==> config.mk <==
export PLATFORM = sky130hd
export DESIGN_NAME = int8_fp16_stream_ctrl_flat
export DESIGN_NICKNAME = d
export VERILOG_FILES = /design/src/rtl/int8_fp16_stream_ctrl_if.sv /design/src/rtl/int8_fp16_stream_ctrl.sv /design/src/flat_wrapper.sv
export SDC_FILE = /design/constraint.sdc
export NUM_CORES = 1
export LEC_CHECK = 0
export BUFFER_PORTS_ARGS = -buffer_cell sky130_fd_sc_hd__buf_2
export CAP_MARGIN = 5
export CORE_MARGIN = 5
export CORE_UTILIZATION = 40
export DETAILED_ROUTE_END_ITERATION = 6
export GPL_TIMING_DRIVEN = 0
export PLACE_DENSITY = 0.64
export SKIP_CTS_REPAIR_TIMING = 1
export SYNTH_ARGS = -nofsm -noshare
export SYNTH_HDL_FRONTEND = slang
export SYNTH_SLANG_ARGS = --single-unit
==> constraint.sdc <==
create_clock -name clk -period 6.91 [get_ports clk]
set_clock_uncertainty 0.1 [all_clocks]
set_input_delay 1.382 -clock clk [delete_from_list [all_inputs] [get_ports clk]]
set_output_delay 1.382 -clock clk [all_outputs]
set_load 0.05 [all_outputs]
==> src/rtl/int8_fp16_stream_ctrl_if.sv <==
// Valid/ready stream bundle shared by the int8 input side and the fp16 output side.
// The master drives valid/data and the slave drives ready.
interface int8_fp16_stream_ctrl_if #(
    parameter int W = 32
);
    logic         valid;
    logic         ready;
    logic [W-1:0] data;

    modport master (output valid, output data, input ready);
    modport slave  (input valid, input data, output ready);
endinterface

==> src/rtl/int8_fp16_stream_ctrl.sv <==
// Streams packed int8 words through one shared int8->fp16 converter, one lane per
// cycle, and repacks the results as fp16 pairs on a valid/ready output.

// Exact int8 -> fp16: sign-magnitude, exponent bias 15, every code representable.
module int8tofp16 (
    input  logic [7:0]  a,
    output logic [15:0] y
);
    logic       sign;
    logic [7:0] mag;
    logic [2:0] msb;
    logic [9:0] mant;

    always_comb begin
        sign = a[7];
        mag  = sign ? (8'd0 - a) : a;
        msb  = 3'd0;
        for (int i = 0; i < 8; i++) begin
            if (mag[i]) msb = 3'(i);
        end
        // Aligning the leading one to bit 10 leaves the fraction in [9:0].
        mant = 10'({mag, 10'b0} >> msb);
        if (mag == 8'd0) y = 16'h0000;
        else             y = {sign, 5'd15 + {2'b00, msb}, mant};
    end
endmodule

module int8_fp16_stream_ctrl #(
    parameter int LEN_W = 16
) (
    input  logic             clk,
    input  logic             rst,
    input  logic             start,
    input  logic [LEN_W-1:0] len,
    output logic             busy,
    output logic             done,
    output logic [LEN_W-1:0] beats_left,
    int8_fp16_stream_ctrl_if.slave  s,
    int8_fp16_stream_ctrl_if.master m
);
    typedef enum logic [1:0] {IDLE, LOAD, CONV, DRAIN} state_t;

    state_t           state_reg,      state_next;
    logic [1:0]       lane_reg,       lane_next;
    logic [31:0]      in_buf_reg,     in_buf_next;
    logic [31:0]      out_pair_reg,   out_pair_next;
    logic             out_full_reg,   out_full_next;
    logic [LEN_W-1:0] beats_left_reg, beats_left_next;
    logic             done_reg,       done_next;

    logic [7:0]  lane_byte [4];
    logic [7:0]  conv_in;
    logic [15:0] conv_out;
    logic        adv;
    logic        take;

    genvar gi;
    generate
        for (gi = 0; gi < 4; gi++) begin : g_lane
            assign lane_byte[gi] = in_buf_reg[8*gi +: 8];
        end
    endgenerate

    assign conv_in = lane_byte[lane_reg];

    int8tofp16 u_conv (
        .a (conv_in),
        .y (conv_out)
    );

    // A pending pair blocks the converter unless the sink takes it this cycle.
    assign take = out_full_reg & m.ready;
    assign adv  = ~out_full_reg | m.ready;

    always_comb begin
        state_next      = state_reg;
        lane_next       = lane_reg;
        in_buf_next     = in_buf_reg;
        out_pair_next   = out_pair_reg;
        out_full_next   = out_full_reg;
        beats_left_next = beats_left_reg;
        done_next       = 1'b0;

        if (take) out_full_next = 1'b0;

        unique case (state_reg)
            IDLE: begin
                if (start) begin
                    if (len != '0) begin
                        beats_left_next = len;
                        state_next      = LOAD;
                    end else begin
                        done_next = 1'b1;
                    end
                end
            end
            LOAD: begin
                if (s.valid) begin
                    in_buf_next = s.data;
                    lane_next   = 2'd0;
                    state_next  = CONV;
                end
            end
            CONV: begin
                if (adv) begin
                    if (lane_reg[0]) out_pair_next[31:16] = conv_out;
                    else             out_pair_next[15:0]  = conv_out;
                    lane_next = lane_reg + 2'd1;
                    // A completed pair re-arms the output even if the old one leaves now.
                    if (lane_reg[0]) out_full_next = 1'b1;
                    if (lane_reg == 2'd3) begin
                        beats_left_next = beats_left_reg - {{(LEN_W-1){1'b0}}, 1'b1};
                        state_next = (beats_left_reg == {{(LEN_W-1){1'b0}}, 1'b1}) ? DRAIN : LOAD;
                    end
                end
            end
            DRAIN: begin
                if (!out_full_reg || m.ready) begin
                    state_next = IDLE;
                    done_next  = 1'b1;
                end
            end
            default: state_next = IDLE;
        endcase
    end

    always_ff @(posedge clk) begin
        if (rst) begin
            state_reg      <= IDLE;
            lane_reg       <= 2'd0;
            in_buf_reg     <= 32'd0;
            out_pair_reg   <= 32'd0;
            out_full_reg   <= 1'b0;
            beats_left_reg <= '0;
            done_reg       <= 1'b0;
        end else begin
            state_reg      <= state_next;
            lane_reg       <= lane_next;
            in_buf_reg     <= in_buf_next;
            out_pair_reg   <= out_pair_next;
            out_full_reg   <= out_full_next;
            beats_left_reg <= beats_left_next;
            done_reg       <= done_next;
        end
    end

    assign busy       = (state_reg != IDLE);
    assign done       = done_reg;
    assign beats_left = beats_left_reg;
    assign s.ready    = (state_reg == LOAD);
    assign m.valid    = out_full_reg;
    assign m.data     = out_pair_reg;
endmodule

==> src/flat_wrapper.sv <==
// flat-port wrapper written by rule: the top's interface ports become plain ports
module int8_fp16_stream_ctrl_flat 
#(
    parameter int LEN_W = 16
)
  (clk, rst, start, len, busy, done, beats_left, s_valid, s_data, s_ready, m_valid, m_data, m_ready);
  int8_fp16_stream_ctrl_if #(.W(32)) s_i ();
  int8_fp16_stream_ctrl_if #(.W(32)) m_i ();
  input  logic clk;
  input  logic rst;
  input  logic start;
  input  logic [LEN_W-1:0] len;
  output logic busy;
  output logic done;
  output logic [LEN_W-1:0] beats_left;
  input wire logic [$bits(s_i.valid)-1:0] s_valid;
  input wire logic [$bits(s_i.data)-1:0] s_data;
  output wire logic [$bits(s_i.ready)-1:0] s_ready;
  output wire logic [$bits(m_i.valid)-1:0] m_valid;
  output wire logic [$bits(m_i.data)-1:0] m_data;
  input wire logic [$bits(m_i.ready)-1:0] m_ready;
  assign s_i.valid = s_valid;
  assign s_i.data = s_data;
  assign s_ready = s_i.ready;
  assign m_valid = m_i.valid;
  assign m_data = m_i.data;
  assign m_i.ready = m_ready;
  int8_fp16_stream_ctrl #(.LEN_W(LEN_W)) u_core (.clk(clk), .rst(rst), .start(start), .len(len), .busy(busy), .done(done), .beats_left(beats_left), .s(s_i), .m(m_i));
endmodule
Yosys cells after proc, flatten, opt, wreduce, memory -nomap -nowiden. Cells that the tools add are included.

$add $sub $neg: 4. Magnitude comparators: 1. Eq/ne operators: 11. Shift-type cells: 1. Multiplexer cells: 36. Bitwise logic cells: 5. Reductions and logical operators: 14.

Operators by type and width (count): 16-bit 2-to-1 mux (5); 16-bit one-hot mux with 2 select lines (1); 8-bit 2-to-1 mux (3); 2-bit 2-to-1 mux (9); 3-bit 2-to-1 mux (6); 18-bit by 3-bit right shift with 10-bit output (1); 8-bit binary-select mux with 2-bit select (1); 16-bit by 1-bit equality test with 1-bit output, second input constant (1); 16-bit nonzero test (1); 16-bit by 1-bit subtractor with 16-bit output, second input constant (1); 3-bit AND reduction (3); 8-bit zero test (1); 1-bit 2-to-1 mux (8); 2-bit by 1-bit != test with 1-bit output, second input constant (4); 2-bit one-hot mux with 4 select lines (1); 1-bit by 8-bit subtractor with 8-bit output, first input constant (1); 2-bit equality test, second input constant (3); 6-bit AND reduction (1); 2-bit nonzero test (3); 4-bit by 3-bit adder with 5-bit output, first input constant (1); 5-bit AND reduction (1); 2-bit != test, second input constant (2); 2-bit one-hot mux with 2 select lines (1); 3-bit greater-or-equal comparator, second input constant (1); 11 further kinds (12).

Bits in registers: 86. Word-level logic and storage cells: 80.

Depth between registers and ports, before layout. Gate-level depths: netlist of run 1.

Depth after elaboration: 15. Depth in mapped cells: 18.

By module. Synthesis of run 1 repeated with hierarchy kept, for this count alone.

Cells, all modules: 607. Area total of the unflattened synthesis: 4694.5 um^2.

Modules (own cells, without submodules): int8_fp16_stream_ctrl (times used 1, cells an instance 484, area an instance 3866.2 um^2); int8tofp16 (times used 1, cells an instance 123, area an instance 828.3 um^2).

Worst setup path after synthesis of run 1. No wires, ideal clock.

Path kind: register -> register. Start: register u_core.lane_reg[0]. End: register u_core.out_pair_reg[28] (netlist: u_core.m.data[28]). Data arrival time: 3315 ps. Data required time: 6745 ps. Slack: 3430 ps. Cell stages (with the launch flop): 18. Path buffers: 3. Clock period less this slack: 3480 ps. Path through: dfxtp_1 > buf_6 > mux4_2 > inv_1 > ha_1 > clkbuf_1 > inv_1 > o21ai_0 > xnor2_1 > a21o_1 > and2_1 > buf_6 > inv_1 > ha_1 > ha_1 > nor3_1 > a21oi_1 > nor2_1.

Word-level cells in the longest chain between the ends: 15.

RTL lines: from (decl) (RTL line int8_fp16_stream_ctrl.sv:44) `logic [1:0] lane_reg, lane_next;`; from (signal assigned) (RTL line int8_fp16_stream_ctrl.sv:138) `lane_reg <= lane_next;`; 2-bit NOT with 3-bit output (implied by the code) (RTL line int8_fp16_stream_ctrl.sv:64) `assign conv_in = lane_byte[lane_reg];`; 8-bit binary-select mux with 2-bit select (RTL line int8_fp16_stream_ctrl.sv:64); 8-bit 2-to-1 mux (implied by the code) (2 in series) (RTL line int8_fp16_stream_ctrl.sv:64); 1-bit by 8-bit subtractor with 8-bit output (RTL line int8_fp16_stream_ctrl.sv:16) `mag = sign ? (8'd0 - a) : a;`; 8-bit 2-to-1 mux (RTL line int8_fp16_stream_ctrl.sv:16); 1-bit 2-to-1 mux (RTL line int8_fp16_stream_ctrl.sv:19) `if (mag[i]) msb = 3'(i);`; 3-bit 2-to-1 mux (6 in series) (RTL line int8_fp16_stream_ctrl.sv:19); 4-bit by 3-bit adder with 5-bit output (RTL line int8_fp16_stream_ctrl.sv:24) `else y = {sign, 5'd15 + {2'b00, msb}, mant};`; 16-bit 2-to-1 mux (RTL line int8_fp16_stream_ctrl.sv:23) `if (mag == 8'd0) y = 16'h0000;`; to (signal assigned) (RTL line int8_fp16_stream_ctrl.sv:140) `out_pair_reg <= out_pair_next;`; to (decl) (RTL line int8_fp16_stream_ctrl.sv:46) `logic [31:0] out_pair_reg, out_pair_next;`.

Parallel ways exist; a longest one is shown, timed or not. The select of a mux whose other input is x is not followed. A chain may end at the register's enable or synchronous reset.

Worst setup path after layout of run 1.
Start: register u_core.lane_reg[0]. End: register u_core.out_pair_reg[27] (netlist: u_core.m.data[27]).

Same word-level chain as after synthesis.

==> results.toml, run 1 <==
[placement]
hpwl_um = 9750
numPortBuffers = 98
gp_routability_congestion = 0.819

[grt]
track_usage_pct = 19.5
grt_pass1_wl_um = 20400
antenna_found_initial = 0
grt-ovfl-total = 0
grt_pass1_vias = 4212
grt_start_max_net_pins = 15

[floorplanning]
io_pins = 105
die_w_um = 114
die_h_um = 114
core.rowCount = 38
initial_core_util_pct = 40.3
die_area_um2 = 13000
core_area_um2 = 10700

[sta]
max_slew_margin_pct = 35.9
finalSetupViolations = 0
fin_crit_ps = 4000
tightest_slew_ps = 955
whs_ps = 353
maxSlewViolCount = 0
finalHoldViolCount = 0
rsz0062_at_grt = "false"
fmax_ghz = 0.250
finalSetupTns_ps = 0
finalCritPeriodShare_pct = 58.0

[pwr]
ir_worst_vdd_mv = 0.246
finalPower_mw = 2.08
leakagePower_nw = 2.04
powerDensity_nw_per_um2 = 396

[routing]
drt_drc_violations_left = 0
drt_iter0_markers = 315
viasPerCell = 5.49
first_pass_iters = 5
vias = 4427
wire_per_inst_um = 15.9
antenna_left = 0
drt_wl_total_um = 12900

[cells_and_area]
multiInputGateArea_um2 = 2490
fill_cells = 1095
final_cell_mix = "nand2_1 (106), buf_2 (102), dfxtp_1 (80), a21oi_1 (68), nor2_1 (37)"
finalNetCount = 725
largest_register_ff_count = 32
drive_gt1_share_pct = 21.7
mostFrequentLayoutCell = "nand2_1"
postLayoutCoreUtil_pct = 49.0
diodes = 0
area_delta_synth_final_pct = 21.4
final-seq-area_um2 = 1600

[synth]
synthSimpleGateAreaFrac_pct = 24.7
synthFlopType = "dfxtp_1"
syn_inst = 548
ys_warn_count = 0
yosys.area_share.adder_pct = 2.89
synth_edf_count = 0
yosys_register_bits = 80
synth_area_um2 = 4330
ys_seq_area_share_pct = 37.0
synthXorXnorAreaFrac_pct = 0.808
synth.distinct_cells = 56
postSynthAreaPerCell_um2 = 7.91
synth_top_family_by_area = "simple AND/OR/NAND/NOR gates"
synthArstFlopShare_pct = 0
synth_compound_area_share_pct = 22.1
muxShareOfSynthArea_pct = 6.44

[clocking]
h-tree-depth = 3
cts_max_path_buffers = 2
clkSinkCount = 80
clock_latency_ps = 360
root_buffer = "clkbuf_8"
tritoncts = "built"
cts_buffers = 9
clk_pin_slew_ps = 80

[critical_path]
startpoint_type = "register"
worstRegToRegCells = 14
crit_arrival_ps = 4120
cp.required_ps = 7030
reg2reg_to = "u_core.m.data[27]"
r2r_slack_ps = 2910
rr_startpoint = "u_core.lane_reg[0]"
critPathMaxFanout = 10
end_kind = "register"
critPathKind = "reg2reg"

[hold_path]
hold_path_end = "u_core.m.data[26]"
hp-start = "u_core.m.data[26]"
hold_path_class = "reg2reg"
hold-path-cell-count = 2

[flow_run]
drv_cap = 0

[outcome]
status = "completed"
## through the flow
step,cell area (µm²),setup WS [ps],std cells
floorplan,4350,3430,553
finish,5260,2910,807
detailed placement,5020,3000,791
CTS,5260,2950,807
global route,5260,2610,807
global placement,5020,3010,791
## power breakdown
group	switching (mW)	total [mW]	internal [mW]
combinational	0.717	1.04	0.320
sequential	0.0798	0.623	0.544
clock	0.181	0.422	0.241
total	0.978	2.08	1.10
## cell type report
cell class	instances	share of cell area (%)
Sequential cell	80	30.4
Tap cell	140	3.33
Multi-Input combinational cell	416	47.3
Clock buffer	9	2.35
Buffer	43	3.95
Timing Repair Buffer	98	9.32
Clock inverter	7	2.26
Inverter	14	0.999
## per-layer routing
metal  up-vias  global-route usage, %  part of all wire [%]
li1       2188                      -                     -
met4         0                   6.57                   2.0
met1      2070                   25.2                    44
met3        24                   3.91                   5.9
met2       145                   32.4                    48
met5         -                      0                     0
## logic make-up (layout without fill, tap and decap cells)
kind of cell	after synthesis	after routing
multiplexers	15	15
AND/OR/NAND/NOR	230	230
other	1	6
adder cells (fa/ha/maj)	10	10
flip-flops	80	80
AO/OA/AOI/OAI	151	151
XOR/XNOR	4	4
buffers and inverters	57	171
## worst max-delay path, stage by stage (launching register included)
cell and delay [ps]:
dfxtp_1 350, buf_6 190, mux4_2 630, inv_1 180, ha_1 160, clkbuf_1 260
inv_1 120, o41ai_1 410, o21ai_1 130, buf_2 200, nor4b_1 560, buf_2 300
nor3_1 80, a21oi_1 140, nor2_1 60
## Yosys cell counts, drive strengths merged, types with 3 or more instances
cell type	n	share of area, %
o22ai	7	1.0
o31ai	3	0.84
nand2b	8	1.2
or2	7	1.0
o32ai	3	0.61
o21ai	15	1.7
or4	4	0.69
mux4	10	5.2
a211oi	17	2.9
nor2b	4	0.58
o41ai	3	0.61
nor2	37	3.2
nor3b	3	0.52
a22oi	6	1.0
nand2	106	9.2
dfxtp	80	37
nor4	8	1.2
a31oi	5	0.72
a21o	3	0.52
xnor2	4	0.81
a21oi	69	8.1
inv	14	1.2
clkbuf	28	2.4
nor3	18	2.1
mux2	3	0.78
nand3	8	0.92
and2	4	0.58
nand4	5	0.72
buf	15	2.4
ha	10	2.9
or3	9	1.3
nand3b	6	1.0
## worst max path at each step
stage                             from  slack, ps  cells past startpoint                end
finish              u_core.lane_reg[0]       2910                     14  u_core.m.data[27]
floorplan           u_core.lane_reg[0]       3430                     17  u_core.m.data[28]
CTS                 u_core.lane_reg[0]       2950                     17  u_core.m.data[28]
global route        u_core.lane_reg[0]       2610                     17  u_core.m.data[28]
detailed placement  u_core.lane_reg[0]       3000                     17  u_core.m.data[28]
global placement    u_core.lane_reg[0]       3010                     17  u_core.m.data[28]
Note: power is estimated with default switching activity, not from simulation.
==> run 2, diff against run 1 <==
Settings changed: PLACE_DENSITY 0.64 to 0.66.
Clock period 6.91 ns to 3.4 ns, I/O delays scaled along.
==> run 2 against run 1 <==
  * Combinational power grew 130%
  * Critical endpoint is now u_core.m.data[12]
  * Highest routed layer unchanged
  * Non-clock buffer count grew 16
  * Utilization grew 2.2 points
  * Global-route usage grew 0.99 points
  * First-iteration DRC count grew 8.9%
  * Routed wire length grew 6.7%
  * Critical path type unchanged
  * Via count grew 4.0%
  * Sequential power grew 100%
  * Maximum frequency grew 21%
  * Critical path depth is the same
  * Largest power group unchanged
  * Worst setup slack lost 2800 ps
==> results.toml, run 2 (synthesis gave the netlist of run 1 again) <==
[outcome]
status = "completed"

[pwr]
powerDensity_nw_per_um2 = 798
p_comb_share_pct = 54.8
switchingPower_mw = 2.11
finalPower_mw = 4.39
swShare_pct = 48.1
leakagePower_nw = 2.15
seq_power_share_pct = 28.9
cellInternalPower_mw = 2.28
p_clk_share_pct = 16.3
ir_worst_vdd_mv = 0.551

[sta]
max_slew_margin_pct = 36.6
maxSlewViolCount = 0
finalHoldViolCount = 0
tightest_slew_ps = 944
finalSetupTns_ps = 0
fin_crit_ps = 3300
fmax_ghz = 0.303
finalCritPeriodShare_pct = 96.9
finalSetupViolations = 0

[clocking]
cts_max_path_buffers = 2
clkSinkCount = 80
clock_latency_ps = 360
tritoncts = "built"
h-tree-depth = 3
clk_pin_slew_ps = 90
cts_buffers = 9
root_buffer = "clkbuf_8"

[placement]
hpwl_um = 9990
gp_routability_congestion = 0.860
numPortBuffers = 98
dp_cells = 791

[critical_path]
rr_startpoint = "u_core.lane_reg[0]"
critPathKind = "reg2reg"
end_kind = "register"
worstRegToRegCells = 14
crit_arrival_ps = 3500
cp_top_family = "compound AO/OA/AOI/OAI gates"
r2r_slack_ps = 100
cp.required_ps = 3600
path_buf_inv = 4
cp_cell_sequence = "buf_12 > mux4_2 > buf_4 > buf_4 > o31ai_4 > xnor2_2 > buf_4 > or2_1 > a21oi_4 > ha_2 > ha_4 > nor3_2 > a21oi_1 > nor2_1"
slowest_delay_ps = 520
critPathMaxFanout = 6
cp_slowest_cell = "mux4_2"
startpoint_type = "register"
crit_path_frequent_cell = "buf_4"
reg2reg_to = "u_core.m.data[12]"

[routing]
wire_per_inst_um = 16.7
drt_drc_violations_left = 0
first_pass_iters = 5
vias = 4606
drt_wl_total_um = 13700
antenna_left = 0
viasPerCell = 5.60
drt_iter0_markers = 343

[floorplanning]
core.rowCount = 38
core_area_um2 = 10700
die_w_um = 114
io_pins = 105
die_area_um2 = 13000
die_h_um = 114
initial_core_util_pct = 40.3

[cells_and_area]
mostFrequentLayoutCell = "nand2_1"
drive_gt1_share_pct = 27.3
multiInputGateArea_um2 = 2640
finalNetCount = 741
final-seq-area_um2 = 1600
final_cell_mix = "nand2_1 (105), buf_2 (98), dfxtp_1 (79), a21oi_1 (68), nor2_1 (35)"
area_delta_synth_final_pct = 26.8
fill_cells = 1073
largest_register_ff_count = 32
diodes = 0
final_cells = 822

[hold_path]
hold-path-cell-count = 2
hp-start = "u_core.in_buf_reg[9]"
hold_path_end = "u_core.in_buf_reg[9]"
hold_path_class = "reg2reg"

[grt]
grt-ovfl-total = 0
grt_start_max_net_pins = 13
grt_pass1_wl_um = 21400
gr-max-usage-layer = "met2"
grt_pass1_vias = 4316
met1_usage_pct = 27.5
grtUsageMet2_pct = 32.8
track_usage_pct = 20.5
grt.met3_usage_pct = 4.02
antenna_found_initial = 0

[flow_run]
drv_cap = 0
-- run 2: changes by cell type in the layout (fill, tap and decap cells not counted), sizes merged --
| cell | before | now |
|---|---|---|
| buf | 113 | 127 |
| clkbuf | 37 | 42 |
| bufinv | 3 | 1 |
| clkinvlp | 2 | 1 |
| inv | 15 | 14 |
-- run 2: worst max path at each step --
stage | from | cells after the start | to
after global placement | u_core.lane_reg[0] | 13 | u_core.m.data[9]
after CTS | u_core.lane_reg[0] | 13 | u_core.m.data[9]
after global routing | u_core.lane_reg[0] | 15 | u_core.m.data[28]
after floorplan | u_core.lane_reg[0] | 17 | u_core.m.data[28]
after detailed placement | u_core.lane_reg[0] | 13 | u_core.m.data[9]
final | u_core.lane_reg[0] | 14 | u_core.m.data[12]
-- run 2: cell type report --
cell class / instances / share of cell area, %
Multi-Input combinational cell: 416 / 48.0
Sequential cell: 80 / 29.2
Timing Repair Buffer: 115 / 11.2
Buffer: 42 / 4.07
Tap cell: 140 / 3.19
Clock buffer: 12 / 2.64
Inverter: 14 / 0.956
Clock inverter: 3 / 0.774
-- run 2: power by group through the flow --
| stage | clock, mW | combinational [mW] | sequential [mW] |
|---|---|---|---|
| final | 0.713 | 2.40 | 1.27 |
| after global routing | 0.758 | 2.62 | 1.29 |
| after CTS | 0.718 | 2.12 | 1.26 |
| after detailed placement | 0 | 2.10 | 1.29 |
| after global placement | 0 | 2.06 | 1.28 |
| after floorplan | 0 | 1.25 | 1.61 |
-- run 2: metal layers --
layer	routed length, µm	share of wire [%]
met4	262	1.9
met2	6570	48
met1	6000	44
met3	886	6.5
met5	0	0
-- run 2: through the flow --
step | hold WS [ps] | utilization (%) | cell area, µm² | setup slack, ps
2_1_floorplan | 333 | - | 4350 | 81.3
3_3_place_gp | 343 | 46.7 | 5020 | -319
3_5_place_dp | 348 | 46.7 | 5020 | -403
4_1_cts | 359 | 48.5 | 5210 | -419
5_1_grt | 378 | 51.2 | 5500 | -31.7
6_report | 357 | 51.2 | 5500 | 104
-- run 2: worst min-delay path, cell delays in order (launching register included) --
cell and delay (ps):
dfxtp_1 310, nand2_1 50, a21oi_1 50
==> run 3, diff against run 2 <==
Settings changed: CTS_BUF_LIST from default to sky130_fd_sc_hd__clkbuf_2.
==> run 3 against run 2 <==
  * Sequential power about the same
  * Worst setup slack got worse by 42 ps
  * Combinational power about the same
  * Critical endpoint unchanged
  * Largest cell class unchanged
==> results.toml, run 3 (synthesis gave the netlist of run 1 again) <==
[critical_path]
critPathKind = "reg2reg"
path_buf_inv = 4
cp.required_ps = 3810
crit_path_frequent_cell = "nor3_2"
cp.depth = 15
crit_path_start = "u_core.lane_reg[0]"
crit_arrival_ps = 3750
cp_cell_sequence = "buf_12 > mux4_2 > buf_4 > or2_1 > nor4_1 > nor3_2 > a21o_1 > and2_4 > buf_6 > inv_1 > ha_2 > ha_4 > nor3_2 > a21oi_1 > nor2_1"
startpoint_type = "register"
cp_slowest_cell = "mux4_2"
slowest_delay_ps = 550
r2r_slack_ps = 60
reg2reg_to = "u_core.m.data[12]"
rr_startpoint = "u_core.lane_reg[0]"
end_kind = "register"
critPathMaxFanout = 8
worstRegToRegCells = 15
cp_top_family = "simple AND/OR/NAND/NOR gates"

[placement]
gp_routability_congestion = 0.860
placed_cell_area_um2 = 5020
hpwl_um = 9990
numPortBuffers = 98
pre_cts_ws_ps = -403
dp_cells = 791

[outcome]
status = "completed"

[cells_and_area]
mostFrequentLayoutCell = "nand2_1"
largest_register_ff_count = 32
drive_gt1_share_pct = 27.7
area_delta_synth_final_pct = 25.3
fill_cells = 1073
diodes = 0
final_cells = 825
fin_area_um2 = 5430
finalNetCount = 744
final_cell_mix = "nand2_1 (105), buf_2 (99), dfxtp_1 (78), a21oi_1 (68), nor2_1 (35)"

[floorplanning]
die_h_um = 114
core.rowCount = 38
die_w_um = 114
core_area_um2 = 10700
die_area_um2 = 13000
io_pins = 105
initial_core_util_pct = 40.3

[hold_path]
hp-start = "s_data[18]"
hold_path_end = "u_core.in_buf_reg[18]"
hold-path-cell-count = 3
hold_path_class = "in2reg"

[routing]
drt_iter0_markers = 352
met3_length_um = 814
drt_drc_violations_left = 0
first_pass_iters = 7
maxUsedRoutingLayer = "met4"
dr_wl_met2_um = 6540
viasPerCell = 5.53
met1Wirelength_um = 6060
vias = 4562
wire_per_inst_um = 16.6
drt_wl_total_um = 13700
antenna_left = 0

[sta]
maxSlewViolCount = 0
whs_ps = 249
finalCritPeriodShare_pct = 98.2
fmax_ghz = 0.300
fin_crit_ps = 3340
tightest_slew_ps = 932
rsz0062_at_grt = "true"
setup_ws_ps = 61.9
max_slew_margin_pct = 37.4
finalSetupViolations = 0
finalHoldViolCount = 0

[pwr]
switchingPower_mw = 2.09
ir_worst_vdd_mv = 0.573
p_comb_share_pct = 57.6
cellInternalPower_mw = 2.10
seq_power_share_pct = 30.3
leakagePower_nw = 2.14
swShare_pct = 49.8
p_clk_share_pct = 12.1
powerDensity_nw_per_um2 = 772

[grt]
antenna_found_initial = 0
track_usage_pct = 20.5
grt_pass1_vias = 4333
grt_pass1_wl_um = 21500
grt-ovfl-total = 0
grt_start_max_net_pins = 13

[flow_run]
drv_cap = 0

[clocking]
root_buffer = "clkbuf_2"
h-tree-depth = 3
clock_latency_ps = 550
cts_buffers = 9
cts_max_path_buffers = 2
tritoncts = "built"
clkSinkCount = 80
clk_pin_slew_ps = 230
## run 3: cell types whose count changed in the layout (fill, tap and decap cells not counted), moves of 2 or more
cell	change
clkbuf_1	-2
buf_6	+2
clkbuf_2	+11
clkbuf_8	-10
## run 3: final cells by class
cell class                 count  area [µm²]  area share, %
tap                          140         175           3.23
timing repair buffer         117         637           11.7
sequential                    80        1600           29.5
clock inverter                 4        46.3          0.853
inverter                      14        52.6          0.968
multi-input combinational    416        2630           48.4
buffer                        43         233           4.29
clock buffer                  11        55.1           1.01
## run 3: stage by stage
step	TNS, ps	utilization [%]	power, mW
after floorplan	0	-	2.86
after global placement	-3660	46.7	3.33
after detailed placement	-5190	46.7	3.39
after CTS	-6010	47.7	3.89
after global routing	-307	50.5	4.48
final	0	50.5	4.19
## run 3: worst max path at each step
stage | endpoint | slack [ps]
floorplan | u_core.m.data[28] | 80
global placement | u_core.m.data[9] | -320
detailed placement | u_core.m.data[9] | -400
CTS | u_core.m.data[9] | -440
global route | u_core.m.data[28] | -50
finish | u_core.m.data[12] | 60
## run 3: worst min-delay path, delay by kind of cell
kind,cells,cell delay [ps]
compound gates,1,50
simple gates,1,40
buf+inv,1,90
## run 3: routing by layer
| metal | vias up | GRT usage, % |
|---|---|---|
| met2 | 161 | 33.0 |
| met4 | 0 | 7.52 |
| met5 | - | 0 |
| li1 | 2221 | - |
| met3 | 24 | 4.02 |
| met1 | 2156 | 27.4 |
## run 3: power groups by stage
stage | logic, mW | clock network (mW) | registers [mW]
finish | 2.41 | 0.508 | 1.27
CTS | 2.11 | 0.514 | 1.26
global placement | 2.06 | 0 | 1.28
detailed placement | 2.10 | 0 | 1.29
global route | 2.63 | 0.557 | 1.30
floorplan | 1.25 | 0 | 1.61
